`src/rtl/gmii_rx_frame_ctrl.sv`:
```
// gmii_rx_frame_ctrl
// ------------------
// Per-port GMII receive frame controller (gmii_rx_clk domain). Strips the
// preamble/SFD, admits or rejects whole frames, enforces a minimum
// inter-frame gap and a maximum forwarded length, and keeps frame statistics.
//
// Ports:
//   gmii_rx_clk    in   receive clock
//   rst_n          in   asynchronous active-low reset
//   rx_en          in   port enable, sampled only on the first byte of a frame
//   clear_stats    in   synchronous clear of frame_cnt/drop_cnt (wins over increments)
//   gmii_rx_dv_in  in   raw PHY data valid
//   gmii_rxd_in    in   raw PHY data byte
//   gmii_rx_er_in  in   PHY receive error
//   gmii_rx_dv     out  cleaned data valid to the packer (registered)
//   gmii_rxd       out  cleaned data byte to the packer (registered)
//   frame_done     out  one-cycle pulse at the end of a forwarded frame
//   frame_len      out  byte count of the last forwarded frame
//   frame_err      out  error flag of the last forwarded frame (rx_er or truncated)
//   err_oversize   out  one-cycle pulse when a frame is truncated
//   frame_cnt      out  forwarded frames, saturating
//   drop_cnt       out  dropped frames, saturating
module gmii_rx_frame_ctrl #(
  parameter int unsigned MIN_IFG      = 4,
  parameter int unsigned MAX_FRAME    = 1522,
  parameter int unsigned MAX_PREAMBLE = 7
) (
  input  logic        gmii_rx_clk,
  input  logic        rst_n,
  input  logic        rx_en,
  input  logic        clear_stats,
  input  logic        gmii_rx_dv_in,
  input  logic [7:0]  gmii_rxd_in,
  input  logic        gmii_rx_er_in,
  output logic        gmii_rx_dv,
  output logic [7:0]  gmii_rxd,
  output logic        frame_done,
  output logic [15:0] frame_len,
  output logic        frame_err,
  output logic        err_oversize,
  output logic [15:0] frame_cnt,
  output logic [15:0] drop_cnt
);

  localparam logic [2:0] ST_IDLE     = 3'd0;
  localparam logic [2:0] ST_PREAMBLE = 3'd1;
  localparam logic [2:0] ST_FORWARD  = 3'd2;
  localparam logic [2:0] ST_DISCARD  = 3'd3;
  localparam logic [2:0] ST_GAP      = 3'd4;

  localparam logic [7:0]  BYTE_PRE    = 8'h55;
  localparam logic [7:0]  BYTE_SFD    = 8'hD5;
  localparam logic [15:0] MAX_FRAME_C = 16'(MAX_FRAME);
  localparam logic [15:0] MIN_IFG_C   = 16'(MIN_IFG);
  localparam logic [7:0]  MAX_PRE_C   = 8'(MAX_PREAMBLE);

  logic [2:0]  state_q, state_d;
  logic [7:0]  pre_cnt_q, pre_cnt_d;
  logic [15:0] len_q, len_d;
  logic        err_q, err_d;
  logic [15:0] gap_cnt_q, gap_cnt_d;

  logic        fwd_s, done_s, trunc_s, drop_s;

  logic        rx_dv_q;
  logic [7:0]  rxd_q;
  logic        frame_done_q, frame_err_q, err_oversize_q;
  logic [15:0] frame_len_q, frame_cnt_q, drop_cnt_q;

  // Next-state and per-cycle event decode for the frame FSM.
  always_comb begin
    state_d   = state_q;
    pre_cnt_d = pre_cnt_q;
    len_d     = len_q;
    err_d     = err_q;
    gap_cnt_d = gap_cnt_q;
    fwd_s     = 1'b0;
    done_s    = 1'b0;
    trunc_s   = 1'b0;
    drop_s    = 1'b0;
    case (state_q)
      ST_IDLE: begin
        if (gmii_rx_dv_in) begin
          len_d = 16'd0;
          err_d = 1'b0;
          if (rx_en && (gmii_rxd_in == BYTE_PRE)) begin
            state_d   = ST_PREAMBLE;
            pre_cnt_d = 8'd1;
          end else if (rx_en && (gmii_rxd_in == BYTE_SFD)) begin
            state_d = ST_FORWARD;
          end else begin
            state_d = ST_DISCARD;
            drop_s  = 1'b1;
          end
        end else begin
          state_d = ST_IDLE;
        end
      end
      ST_PREAMBLE: begin
        if (!gmii_rx_dv_in) begin
          state_d   = ST_GAP;
          gap_cnt_d = 16'd1;
          drop_s    = 1'b1;
        end else if (gmii_rxd_in == BYTE_PRE) begin
          // Count would exceed the limit with this byte.
          if (pre_cnt_q >= MAX_PRE_C) begin
            state_d = ST_DISCARD;
            drop_s  = 1'b1;
          end else begin
            pre_cnt_d = pre_cnt_q + 8'd1;
          end
        end else if (gmii_rxd_in == BYTE_SFD) begin
          state_d = ST_FORWARD;
        end else begin
          state_d = ST_DISCARD;
          drop_s  = 1'b1;
        end
      end
      ST_FORWARD: begin
        if (!gmii_rx_dv_in) begin
          state_d   = ST_GAP;
          gap_cnt_d = 16'd1;
          done_s    = 1'b1;
        end else if (len_q >= MAX_FRAME_C) begin
          // MAX_FRAME bytes already forwarded and the frame continues.
          state_d = ST_DISCARD;
          done_s  = 1'b1;
          trunc_s = 1'b1;
        end else begin
          fwd_s = 1'b1;
          len_d = len_q + 16'd1;
          err_d = err_q | gmii_rx_er_in;
        end
      end
      ST_DISCARD: begin
        if (!gmii_rx_dv_in) begin
          state_d   = ST_GAP;
          gap_cnt_d = 16'd1;
        end else begin
          state_d = ST_DISCARD;
        end
      end
      ST_GAP: begin
        if (gmii_rx_dv_in) begin
          state_d = ST_DISCARD;
          drop_s  = 1'b1;
        end else if ((gap_cnt_q + 16'd1) >= MIN_IFG_C) begin
          state_d   = ST_IDLE;
          gap_cnt_d = 16'd0;
        end else begin
          gap_cnt_d = gap_cnt_q + 16'd1;
        end
      end
      default: begin
        state_d = ST_IDLE;
      end
    endcase
  end

  // FSM state and frame bookkeeping registers.
  always_ff @(posedge gmii_rx_clk or negedge rst_n) begin
    if (!rst_n) begin
      state_q   <= ST_IDLE;
      pre_cnt_q <= 8'd0;
      len_q     <= 16'd0;
      err_q     <= 1'b0;
      gap_cnt_q <= 16'd0;
    end else begin
      state_q   <= state_d;
      pre_cnt_q <= pre_cnt_d;
      len_q     <= len_d;
      err_q     <= err_d;
      gap_cnt_q <= gap_cnt_d;
    end
  end

  // Registered byte stream and end-of-frame reporting.
  always_ff @(posedge gmii_rx_clk or negedge rst_n) begin
    if (!rst_n) begin
      rx_dv_q        <= 1'b0;
      rxd_q          <= 8'h00;
      frame_done_q   <= 1'b0;
      frame_len_q    <= 16'd0;
      frame_err_q    <= 1'b0;
      err_oversize_q <= 1'b0;
    end else begin
      rx_dv_q        <= fwd_s;
      rxd_q          <= fwd_s ? gmii_rxd_in : 8'h00;
      frame_done_q   <= done_s;
      err_oversize_q <= trunc_s;
      if (done_s) begin
        frame_len_q <= len_q;
        frame_err_q <= trunc_s | err_q;
      end
    end
  end

  // Saturating statistics; clear_stats takes priority over an increment.
  always_ff @(posedge gmii_rx_clk or negedge rst_n) begin
    if (!rst_n) begin
      frame_cnt_q <= 16'd0;
      drop_cnt_q  <= 16'd0;
    end else if (clear_stats) begin
      frame_cnt_q <= 16'd0;
      drop_cnt_q  <= 16'd0;
    end else begin
      if (done_s && (frame_cnt_q != 16'hFFFF)) begin
        frame_cnt_q <= frame_cnt_q + 16'd1;
      end
      if (drop_s && (drop_cnt_q != 16'hFFFF)) begin
        drop_cnt_q <= drop_cnt_q + 16'd1;
      end
    end
  end

  assign gmii_rx_dv   = rx_dv_q;
  assign gmii_rxd     = rxd_q;
  assign frame_done   = frame_done_q;
  assign frame_len    = frame_len_q;
  assign frame_err    = frame_err_q;
  assign err_oversize = err_oversize_q;
  assign frame_cnt    = frame_cnt_q;
  assign drop_cnt     = drop_cnt_q;

endmodule

```
`config.mk`:
```
export PLATFORM = sky130hd
export DESIGN_NAME = gmii_rx_frame_ctrl
export DESIGN_NICKNAME = d
export VERILOG_FILES = /design/src/rtl/gmii_rx_frame_ctrl.sv
export SDC_FILE = /design/constraint.sdc
export NUM_CORES = 1
export LEC_CHECK = 0
export CAP_MARGIN = 20
export CELL_PAD_IN_SITES_DETAIL_PLACEMENT = 0
export CELL_PAD_IN_SITES_GLOBAL_PLACEMENT = 1
export CORE_MARGIN = 3
export CORE_UTILIZATION = 26
export DETAILED_ROUTE_END_ITERATION = 7
export PLACE_DENSITY = 0.64
export SYNTH_ARGS = -nofsm -noshare
export SYNTH_HDL_FRONTEND = slang
export SYNTH_SLANG_ARGS = --single-unit
```
`constraint.sdc`:
```
create_clock -name gmii_rx_clk -period 2.6 [get_ports gmii_rx_clk]
set_clock_uncertainty 0.1 [all_clocks]
set_input_delay 0.39 -clock gmii_rx_clk [delete_from_list [all_inputs] [get_ports gmii_rx_clk]]
set_output_delay 0.39 -clock gmii_rx_clk [all_outputs]
set_load 0.03 [all_outputs]
```
* Yosys cells after proc, flatten, opt, wreduce, memory -nomap -nowiden *
Index checks and enable logic that the tools add are counted.

word-level totals
  flip-flop bits (word level) = 104
  logic and storage cells = 111
  input port bits = 14

operators by class
  reductions and logical operators = 15
  order comparisons = 3
  mux-type cells = 53
  bitwise logic cells = 2
  eq/ne operators = 20
  add/sub/neg operators = 5

operators by type and width
  kind                                                                                   number
  16-bit two-way mux                                                                     10
  16-bit by 1-bit adder with 16-bit output, second input constant                        4
  16-bit case mux with 2 select lines                                                    2
  8-bit two-way mux                                                                      6
  16-bit inequality test, second input constant                                          2
  3-bit two-way mux                                                                      9
  1-bit two-way mux                                                                      21
  2-bit inequality test, second input constant                                           9
  16-bit by 11-bit greater-or-equal comparator with 1-bit output, second input constant  1
  16-bit by 3-bit greater-or-equal comparator with 1-bit output, second input constant   1
  8-bit case mux with 2 select lines                                                     1
  3-bit case mux with 5 select lines                                                     1
  2-bit nonzero test                                                                     5
  8-bit by 1-bit adder with 8-bit output, second input constant                          1
  8-bit by 7-bit == test with 1-bit output, second input constant                        1
  8-bit == test, second input constant                                                   1
  8-bit by 3-bit greater-or-equal comparator with 1-bit output, second input constant    1
  3-bit by 2-bit == test with 1-bit output, second input constant                        2
  3-bit inequality test, second input constant                                           2
  3-bit AND reduction                                                                    2
  6-bit AND reduction                                                                    1
  1-bit logical AND                                                                      4
  4-bit inequality test, second input constant                                           1
  4-bit AND reduction                                                                    1
  other kinds (8)                                                                        9

* Logic depth before layout (Yosys ltp) *
  depth after elaboration = 9
  gate-level depth with buffers = 10
  depth with buffers taken out = 9

* Worst setup path before layout *
Ideal clock, no wire load.

  path type = input to register
  start point = in gmii_rx_dv_in
  end point = reg drop_cnt_q[15], in the netlist drop_cnt[15]
  path buffers = 3
  library setup time = 128 ps
  data required time = 2,372 ps
  stages on the path = 9
  data arrival time = 2,319 ps
  slack = 53 ps
  cell sequence = buf_4 -> or3b_4 -> or2_4 -> o22a_1 -> and2_1 -> buf_6 -> buf_6 -> nor4_2 -> mux2_1

between the ends
  longest elaborated chain between the ends = 4
  elaborated cells between the ends (all ways) = 6
  those cells by class = mux (4); reduce/logical (2)

RTL lines
  item                                         RTL line      source
  from (decl)                                  32            input logic gmii_rx_dv_in,
  1-bit two-way mux, on equally long branches  144, 100, 83
  1-bit case mux with 3 select lines *         81            case (state_q)
  1-bit logical AND *                          210           if (drop_s && (drop_cnt_q != 16'hFFFF)) begin
  2-bit nonzero test (no line) *               -
  to (signal assigned)                         211           drop_cnt_q <= drop_cnt_q + 16'd1;
  to (decl)                                    68            logic [15:0] frame_len_q, frame_cnt_q, drop_cnt_q;

Mark *: on every way between the ends. The rest lies on a longest branch, timed or not.
A chain may end at the register's enable or synchronous reset.

* Worst setup path after layout *
  start point = in gmii_rx_dv_in
  end point = reg drop_cnt_q[11], in the netlist drop_cnt[11]

The elaborated chain is that of the path after synthesis.

==> impl_results.md <==
- Clock Path Buffers: 2
- Initial antenna violation count: 0
- Xor-xnor portion of the synthesized cell area: ~4.3%
- Worst VDD drop: about 0.33 mV
- Avg WL per Cell: around 14 µm
- WP data required: 2.73 ns
- Nets: roughly 640
- Total design power: approximately 3.6 mW
- CP arrival: about 2.7 ns
- Distinct cell type count after synthesis: 56
- Mapped Nets: approximately 550
- Area after DPL: between 0.006 and 0.007 mm²
- Leakage: 2.82 nW
- Top FF cell, synth: dfrtp_1
- Initial DRT Pass Iterations: 5
- Die area: ~0.021 mm²
- Critical path type: input pin to register
- GRT overflow: 0
- Ys Warns: 0
- Met2 Resource Use GR: between 10% and 20%
- Filler cell count: between 1500 and 2000
- Syn_area_per_cell: 9.63 µm²
- Compound-gate portion of the synthesized area: between 8 and 9%
- Number of diodes: 0
- Synth cell count leaders: dfrtp_1 (104), nand2_1 (72), nor2_1 (62)
- Mux cell area share after synthesis: roughly 2.4%
- RSZ-0062 raised after global routing: no
- Crit end category: register
- Max Cap Viol: 0
- Area grow syn2layout: 30.5%
- Post-Synth Simple-Gate Area: between 20% and 30%
- Placed Cells: between 800 and 900
- Top-count cell post-synth: dfrtp_1
- Area leader, netlist: dfrtp_1
- Status: finished, final reports clean
- Final setup margin: between 0.07 and 0.08 ns
- Post-DP HPWL: between 9000 and 10000 µm
- Crit start category: input pin
- Root buf cell: clkbuf_16
- Clk sinks: between 100 and 150
- First-pass GRT wire length: roughly 21000 µm
- Final hold slack: ~0.37 ns
- Minimum clock period: between 2 and 3 ns
- Via count: between 4000 and 5000
- Final Hold Viols: 0
- Sequential area share after synthesis: 51.5%
- Worst hold path type: register to register
- Core area: roughly 0.019 mm²
- I/O pin count: 74
- Worst skew pair latency: approximately 0.34 ns
- Top cells by area, synth: dfrtp_1 (51%), nand2_1 (5.3%), nor2_1 (4.6%)
- Final core utilization: approximately a third
- Setup_tns: 0 ns
- DRC Markers: 0
- Max H-tree Level: 3
- Vias in the first global route: 4088
- GR peak layer: met2
- Post-synthesis adder-cell area fraction: about 1.5%
- Slew Viols, Final: 0
- Total wire length: ~12000 µm
- CTS tree: done
- Post-route cell area: 0.00660 mm²
- Worst-path clk slew: approximately 0.070 ns
- Vias per inst: ~4.7
- CTS buffer count: 9
- Postcts setup bufs: 0
- F_max: 0.396 GHz
- Yosys reg bits: approximately 100
- Period Utilization, post-route: 97.1%
- Gp weighted congestion: approximately 0.78
- Port bufs: 73
- Die height: approximately 150 µm
- Top cell type's share of synthesized area: 51.5%
- Relative slew margins: approximately 55%
- Post-DRT Antenna Nets: 0
- Overall Global Routing Usage: about an eighth
- Largest family of logic cells by synthesized area: simple AND/OR/NAND/NOR gates
- Worst Max-Slew Pin Slew: 0.680 ns
- Met1 Use GR: between 10% and 20%
- PD cells: about 540 mW/mm²
- Ys async rst share: 100%
- Drt initial violations: roughly 220
- Number of synthesized flops with an enable pin: 0
- Initial Util: between 20% and 30%
- Share of cells above drive strength 1: between 10% and 20%
- # rows: 50
- Post-Layout Cell Count: between 800 and 900
- Pre-CTS setup slack: -0.373 ns
- Die Wd: 145 µm
- Largest net degree at the start of global routing: 48
- M3 GR Usage: under 10%
- Final setup viols: 0
- Post-Syn Area: a little over 0.005 mm²
- Largest fanout on the critical path: 16
- Mapped Cells: approximately 530
==> sequential cells by signal (all words and copies together), names as in the netlist <==
register,cells
pre_cnt_q,8
len_q,16
frame_cnt,16
gap_cnt_q,16
frame_len,16
gmii_rx_dv,1
err_q,1
frame_done,1
drop_cnt,16
err_oversize,1
frame_err,1
state_q,3
gmii_rxd,8
==> worst paths after layout <==
check                                   start             to  slack (ns)  cells after the start
min in group asynchronous               rst_n   drop_cnt[10]        0.51                      2
max in group asynchronous               rst_n  frame_len[15]        1.23                      3
worst max register to register     state_q[2]   drop_cnt[11]        0.21                      6
worst min-delay path             frame_len[2]   frame_len[2]        0.37                      2
worst max-delay path            gmii_rx_dv_in   drop_cnt[11]        0.07                      7
worst min register to register   frame_len[2]   frame_len[2]        0.37                      2
==> power by group <==
part / leakage, nW / internal, mW / total (mW) / switching [mW]
Sequential: 1.43 / 1.68 / 1.75 / 0.0673
Clock: 0.135 / 0.720 / 1.30 / 0.577
Combinational: 1.26 / 0.210 / 0.510 / 0.300
Total: 2.82 / 2.61 / 3.56 / 0.945
==> worst max-delay path, cell delays in order <==
cell and delay (ns):
clkdlybuf4s50_1 0.47, or3b_4 0.38, or2_4 0.24, o22a_1 0.19
and2_2 0.28, nor4b_1 0.34, mux2_2 0.37
==> layer usage <==
layer  vias to the layer above  share of wire, %
met5                         -                 0
met3                        11               3.0
met1                      2001                48
met2                        69                48
li1                       2052                 -
met4                         0               1.1
==> cell usage in the layout (no fill, tap or decap), types with 3 or more instances in the layout <==
cell type,instances
a21o_1,4
a21oi_1,24
a31oi_1,4
and2_1,11
and3_1,6
and4_1,6
buf_4,34
clkbuf_16,9
clkbuf_8,3
clkdlybuf4s50_1,72
dfrtp_1,104
ha_1,6
inv_1,11
mux2_2,7
nand2_1,72
nand3_1,20
nand4_1,17
nor2_1,62
nor2b_1,25
nor3_1,10
nor3_2,3
nor4_1,15
o211ai_1,5
o21a_1,4
o21ai_0,7
o31ai_1,6
or3_1,6
or3b_2,3
or4_1,6
xnor2_1,11
xor2_1,14
==> logic make-up (layout without fill, tap and decap cells) <==
kind of cell,Yosys count,in the layout
AND/OR/NAND/NOR,280,280
multiplexers,11,11
buffers and inverters,32,133
AO/OA/AOI/OAI,67,67
adder cells (fa/ha/maj),6,6
XOR/XNOR,25,25
flip-flops,104,104
==> repair_timing <==
item,CTS,global route
setup endpoints to repair,0,10
resized for setup,0,4
endpoints found under the hold margin,22,0
hold buffers,1,0
==> final cells by class <==
| type | instances | area, µm² | area share (%) |
|---|---|---|---|
| Multi-Input combinational cell | 389 | 2350 | 35.6 |
| Inverter | 11 | 41.3 | 0.626 |
| Sequential cell | 104 | 2600 | 39.5 |
| Tap cell | 260 | 325 | 4.93 |
| Timing Repair Buffer | 108 | 1010 | 15.3 |
| Clock buffer | 14 | 274 | 4.15 |
Power figures use the tool's default switching activity.
==> patch 1 (same settings) <==
The output `gmii_rx_dv` loses its register stage (`rx_dv_q` becomes a continuous assignment).
--- a/src/rtl/gmii_rx_frame_ctrl.sv
+++ b/src/rtl/gmii_rx_frame_ctrl.sv
@@ -179,3 +179,2 @@
     if (!rst_n) begin
-      rx_dv_q        <= 1'b0;
       rxd_q          <= 8'h00;
@@ -186,3 +185,2 @@
     end else begin
-      rx_dv_q        <= fwd_s;
       rxd_q          <= fwd_s ? gmii_rxd_in : 8'h00;
@@ -196,2 +194,4 @@
   end
+
+  assign rx_dv_q = fwd_s;
 
Function: changed (Yosys sat finds a counterexample within 4 cycles, from zero or initial values and one cycle with rst_n low).
==> patch 1 against the original RTL <==
- sequential share of layout area fell by 0.94 points
- final area grew 1.5%
- area after synthesis shrank 0.50%
- total power increased by 5.3%
- sequential cell count down 1
- first-iteration DRC count fell by 31%
- count of clock-buffer cells in the layout fell by 3
- utilization up 0.63 points
- combinational power up 2%
- global-route usage down 0.069 points
- setup slack improved by 6.4 ps
- routed wire length fell by 2.7%
- highest routed layer unchanged
==> patch 1: results (changes against the original RTL) <==
Parameter                              Value

Run status
  Outcome ... finished, final reports clean

Power
  Leak ... 2.87 nW (+1.5%)
  Combinational cell fraction of total power ... 14.0% (-0.3 points)
  Max rail drop VDD ... 0.364 mV (+11%)
  Switching Share ... 26.4% (-0.22 points)
  Power of the clock network ... 0.00149 W (+15%)
  Internal power ... 0.00276 W (+5.6%)

Critical path
  CP max FO ... 14 (-2)
  Crit path DAT ... 2650 ps (about the same)

Layout
  Fraction of final layout cells sized beyond drive strength 1 ... 13.1% (+1.8 points)
  Design area ... 6690 sq um (+1.5%)
  Proportion of final cell area spent on non-clock buffers ... 15.9% (+0.60 points)
  Share of cell area taken by flip-flops and latches ... 38.5% (-0.94 points)
  FFs & Latches ... 103 (-0.96%)
  Multi-input logic area ... 2370 sq um (+0.80%)
  # clk buffers ... 11 (-3)
  Layout clock area frac ... 4.80% (+0.65 points)
  Non-clock buffer count ... 114 (+5.6%)
  Post-Layout Cell Count ... 892 (+0.68%)
  Number of fill cells ... 1900 (-3.2%)
  Net total in the final layout ... 648 (+0.78%)

Logic synthesis
  Gate count of the mapped netlist ... 524 (-0.19%)
  Post-synthesis net count ... 544 (-0.18%)
  Cell types with the highest counts after synthesis ... 103 x sky130_fd_sc_hd__dfrtp_1, 72 x sky130_fd_sc_hd__nand2_1, 62 x sky130_fd_sc_hd__nor2_1
  Ranking of synthesized cells by area ... sky130_fd_sc_hd__dfrtp_1 51%, sky130_fd_sc_hd__nand2_1 5.4%, sky130_fd_sc_hd__nor2_1 4.6%, sky130_fd_sc_hd__nor2b_1 3.1%, sky130_fd_sc_hd__xor2_1 2.4%
  Mux contribution to synthesized area ... 2.41% (+0.012 points)
  Fraction of the mapped netlist area in compound gates ... 8.83% (+0.044 points)
  Adder-cell share of the synthesized area ... 1.49% (+0.0074 points)
  Share of the yosys chip area belonging to registers ... 51.3% (-0.24 points)
  Post-synthesis share of cell area spent on xor and xnor gates ... 4.35% (+0.022 points)

Routing
  Wire length on met2 ... 5.61 mm (-5.9%)
  1st-iter DRT viols ... 150 (-31%)
  Wl on met1 ... 5.97 mm (-0.68%)
  Wirelength per Cell ... 13.6 um (-3.4%)
  Met3 wire length ... 396 um (+5.3%)
  Vias per cell ... 4.66 (-0.14%)
  First drt pass iteration count ... 4 (-1)

Placed design
  Routability congestion estimate ... 0.759 (-2.6%)
  Placed cell areas ... 6300 sq um (+0.12%)
  Half-perimeter wire length after detailed placement ... 8.67 mm (-4.0%)
  Number of instances in the placed design ... 873 (+0.23%)
  Placement-stage worst setup slack ... -429 ps (-56.0 ps)

Clock network
  Post-CTS setup buffer count ... 0 (unchanged)
  Clk buf depth ... 2 (unchanged)
  Cts repair resizes ... 3 (+3)

Global routing
  Initial antenna violation count ... 0 (unchanged)
  Pin count of the biggest net entering global routing ... 38 (-21%)
  Global Route Usage Sum ... 11.9% (-0.069 points)
  First-pass GRT wire length ... 21.0 mm (-0.39%)
  Via count of the first global-routing pass ... 4149 (+1.5%)

Timing
  Worst slew slack as a fraction of its limit ... 56.4% (+1.8 points)
## patch 1: tightest hold or removal path, delay by kind of cell (launching register included)
kind | cells | cell delay [ps]
and+or+nand+nor | 2 | 100
DFF | 1 | 340
## patch 1: worst paths after layout
path / startpoint / end / slack (ps) / cells after the start
worst max-delay path: gmii_rx_dv_in / drop_cnt[13]$_DFFE_PN0P_ / 80 / 7
worst min-delay path: frame_len[7]$_DFFE_PN0P_ / frame_len[7]$_DFFE_PN0P_ / 370 / 2
worst max register to register: state_q[2]$_DFFE_PN0P_ / drop_cnt[13]$_DFFE_PN0P_ / 210 / 6
worst min register to register: frame_len[7]$_DFFE_PN0P_ / frame_len[7]$_DFFE_PN0P_ / 370 / 2
max in group asynchronous: rst_n / frame_len[14]$_DFFE_PN0P_ / 1330 / 3
min in group asynchronous: rst_n / drop_cnt[9]$_DFFE_PN0P_ / 430 / 2
## patch 1: layer usage
metal  track usage (%)  up-vias
li1                  -     2055
met1              15.8     2033
met2              19.2       56
met3              2.94       11
met4              3.51        0
met5                 0        -
==> patch 2 (same flow settings) <==
Made on the original files. Set the parameter `MAX_FRAME` to 1024 (it was 1522).
--- a/src/rtl/gmii_rx_frame_ctrl.sv
+++ b/src/rtl/gmii_rx_frame_ctrl.sv
@@ -24,3 +24,3 @@
   parameter int unsigned MIN_IFG      = 4,
-  parameter int unsigned MAX_FRAME    = 1522,
+  parameter int unsigned MAX_FRAME    = 1024,
   parameter int unsigned MAX_PREAMBLE = 7
Check against the original RTL: no difference found for any inputs over 4 cycles, from zero or initial values and one cycle with rst_n low; that may be too few to reach the edited logic, so the function may still have changed.
==> patch 2 against the original RTL <==
- the flow now finishes with violations (hold timing)
- sequential power up 8%
- setup slack better by 160 ps
- sequential cell count unchanged
- synthesized cell count down 5.9%
- final area down 5.4%
- combinational power up 77%
- utilization down 0.53 points
- first-iteration DRC count up 10%
- total power up 16%
- area after synthesis down 3.7%
- routed wire length down 4.5%
- sequential share of layout area up 2.3 points
- critical path type is now reg2reg
- highest routed layer is now met5
==> patch 2: results (changes against the original RTL) <==
Parameter                              Value

Run status
  Outcome ... complete, but fails checks
  Violated checks ... hold timing

Timing
  Count of final hold-check violations ... 18 (+18)
  Slew @ Worst Pin ... 681 ps (+1.52 ps)
  Hold Slack ... -22.7 ps (-394 ps)

Routing
  DR vias ... 3874 (-6.3%)
  Final wirelength ... 11.9 mm (-4.5%)
  First drt pass iteration count ... 4 (-1)
  1st-iter DRT viols ... 238 (+10%)

Power
  Max rail drop VDD ... 0.399 mV (+22%)
  Internal power ... 0.00284 W (+8.8%)
  Leak ... 2.68 nW (-5.0%)

Logic synthesis
  Avg Synthesized Cell Area ... 9.85 sq um (+2.4%)
  Post-synthesis net count ... 514 (-5.7%)
  Share of the yosys chip area belonging to registers ... 53.5% (+2.0 points)
  Mux contribution to synthesized area ... 0.411% (-2.0 points)
  Ranking of synthesized cells by area ... sky130_fd_sc_hd__dfrtp_1 53%, sky130_fd_sc_hd__nand2_1 5.3%, sky130_fd_sc_hd__nor2_1 4.6%, sky130_fd_sc_hd__xor2_1 3.4%, sky130_fd_sc_hd__xnor2_1 3.2%
  Number of distinct library cells after synthesis ... 55 (-1.8%)
  Cell types with the highest counts after synthesis ... 104 x sky130_fd_sc_hd__dfrtp_1, 69 x sky130_fd_sc_hd__nand2_1, 59 x sky130_fd_sc_hd__nor2_1
  Adder-cell share of the synthesized area ... 1.54% (+0.057 points)
  Post-synthesis share of cell area spent on xor and xnor gates ... 6.66% (+2.3 points)
  Fraction of the mapped netlist area in compound gates ... 8.51% (-0.28 points)

Global routing
  Pin count of the biggest net entering global routing ... 52 (+8.3%)
  Initial antenna violation count ... 1 (+1)
  Global Route Usage Sum ... 12.3% (+0.33 points)
  First-pass GRT wire length ... 20.1 mm (-4.6%)

Layout
  Net total in the final layout ... 599 (-6.8%)
  Antenna diode instance count ... 0 (unchanged)
  Fraction of final layout cells sized beyond drive strength 1 ... 7.71% (-3.6 points)

Placed design
  Half-perimeter wire length after detailed placement ... 8.62 mm (-4.6%)
  Placement-stage worst setup slack ... -38.3 ps (+334 ps)
  Routability congestion estimate ... 0.792 (+1.7%)
  Placed cell areas ... 5950 sq um (-5.5%)
  Number of instances in the placed design ... 797 (-8.5%)

Clock network
  Post-CTS setup buffer count ... 0 (unchanged)
  H-tree Lvls ... 3 (unchanged)

Critical path
  Standard cell with the maximum stage delay on the critical path ... sky130_fd_sc_hd__dfrtp_1
  Flop2flop setup slack ... 230 ps (+20 ps)
  Largest stage delay on the critical path ... 500 ps (+30 ps)
  RR Endpoint ... frame_cnt[12]$_DFFE_PN0P_

Min path
  Kind of path behind the tightest hold check ... in2async
[patch 2: layer usage]
layer  global-route usage, %  part of all wire, %  vias to the layer above
li1                        -                    -                     1895
met1                    16.1                   46                     1908
met2                    20.2                   49                       57
met3                    2.51                  3.1                       12
met4                    4.30                  1.6                        2
met5                       0                 0.11                        -
[patch 2: final cells by class]
| class | count | area (sq um) |
|---|---|---|
| tap | 229 | 287 |
| clock buffer | 10 | 229 |
| clock inverter | 6 | 60.1 |
| timing repair buffer | 92 | 871 |
| inverter | 10 | 37.5 |
| multi-input combinational | 362 | 2150 |
| fill | 1859 | 11900 |
| sequential | 104 | 2600 |
[patch 2: worst max-delay path by stage]
stage                                       start                        end  slack, ps  cells past startpoint
after floorplan           drop_cnt[0]$_DFFE_PN0P_    drop_cnt[1]$_DFFE_PN0P_        330                      8
after global placement              gmii_rx_dv_in   gap_cnt_q[0]$_DFFE_PN0P_         10                      7
after detailed placement            gmii_rx_dv_in   gap_cnt_q[0]$_DFFE_PN0P_        -40                      7
after CTS                  state_q[2]$_DFFE_PN0P_   gap_cnt_q[0]$_DFFE_PN0P_        220                      6
after global routing       state_q[2]$_DFFE_PN0P_   gap_cnt_q[0]$_DFFE_PN0P_        0.4                      6
final                      state_q[2]$_DFFE_PN0P_  frame_cnt[12]$_DFFE_PN0P_        230                      6
[patch 2: power groups by stage]
stage | registers, W | logic (W) | clock network, W
detailed placement | 0.00192 | 0.000920 | 0
global route | 0.00192 | 0.00101 | 0.00146
finish | 0.00189 | 0.000903 | 0.00134
global placement | 0.00192 | 0.000900 | 0
floorplan | 0.00200 | 0.000436 | 0
CTS | 0.00189 | 0.000923 | 0.00140
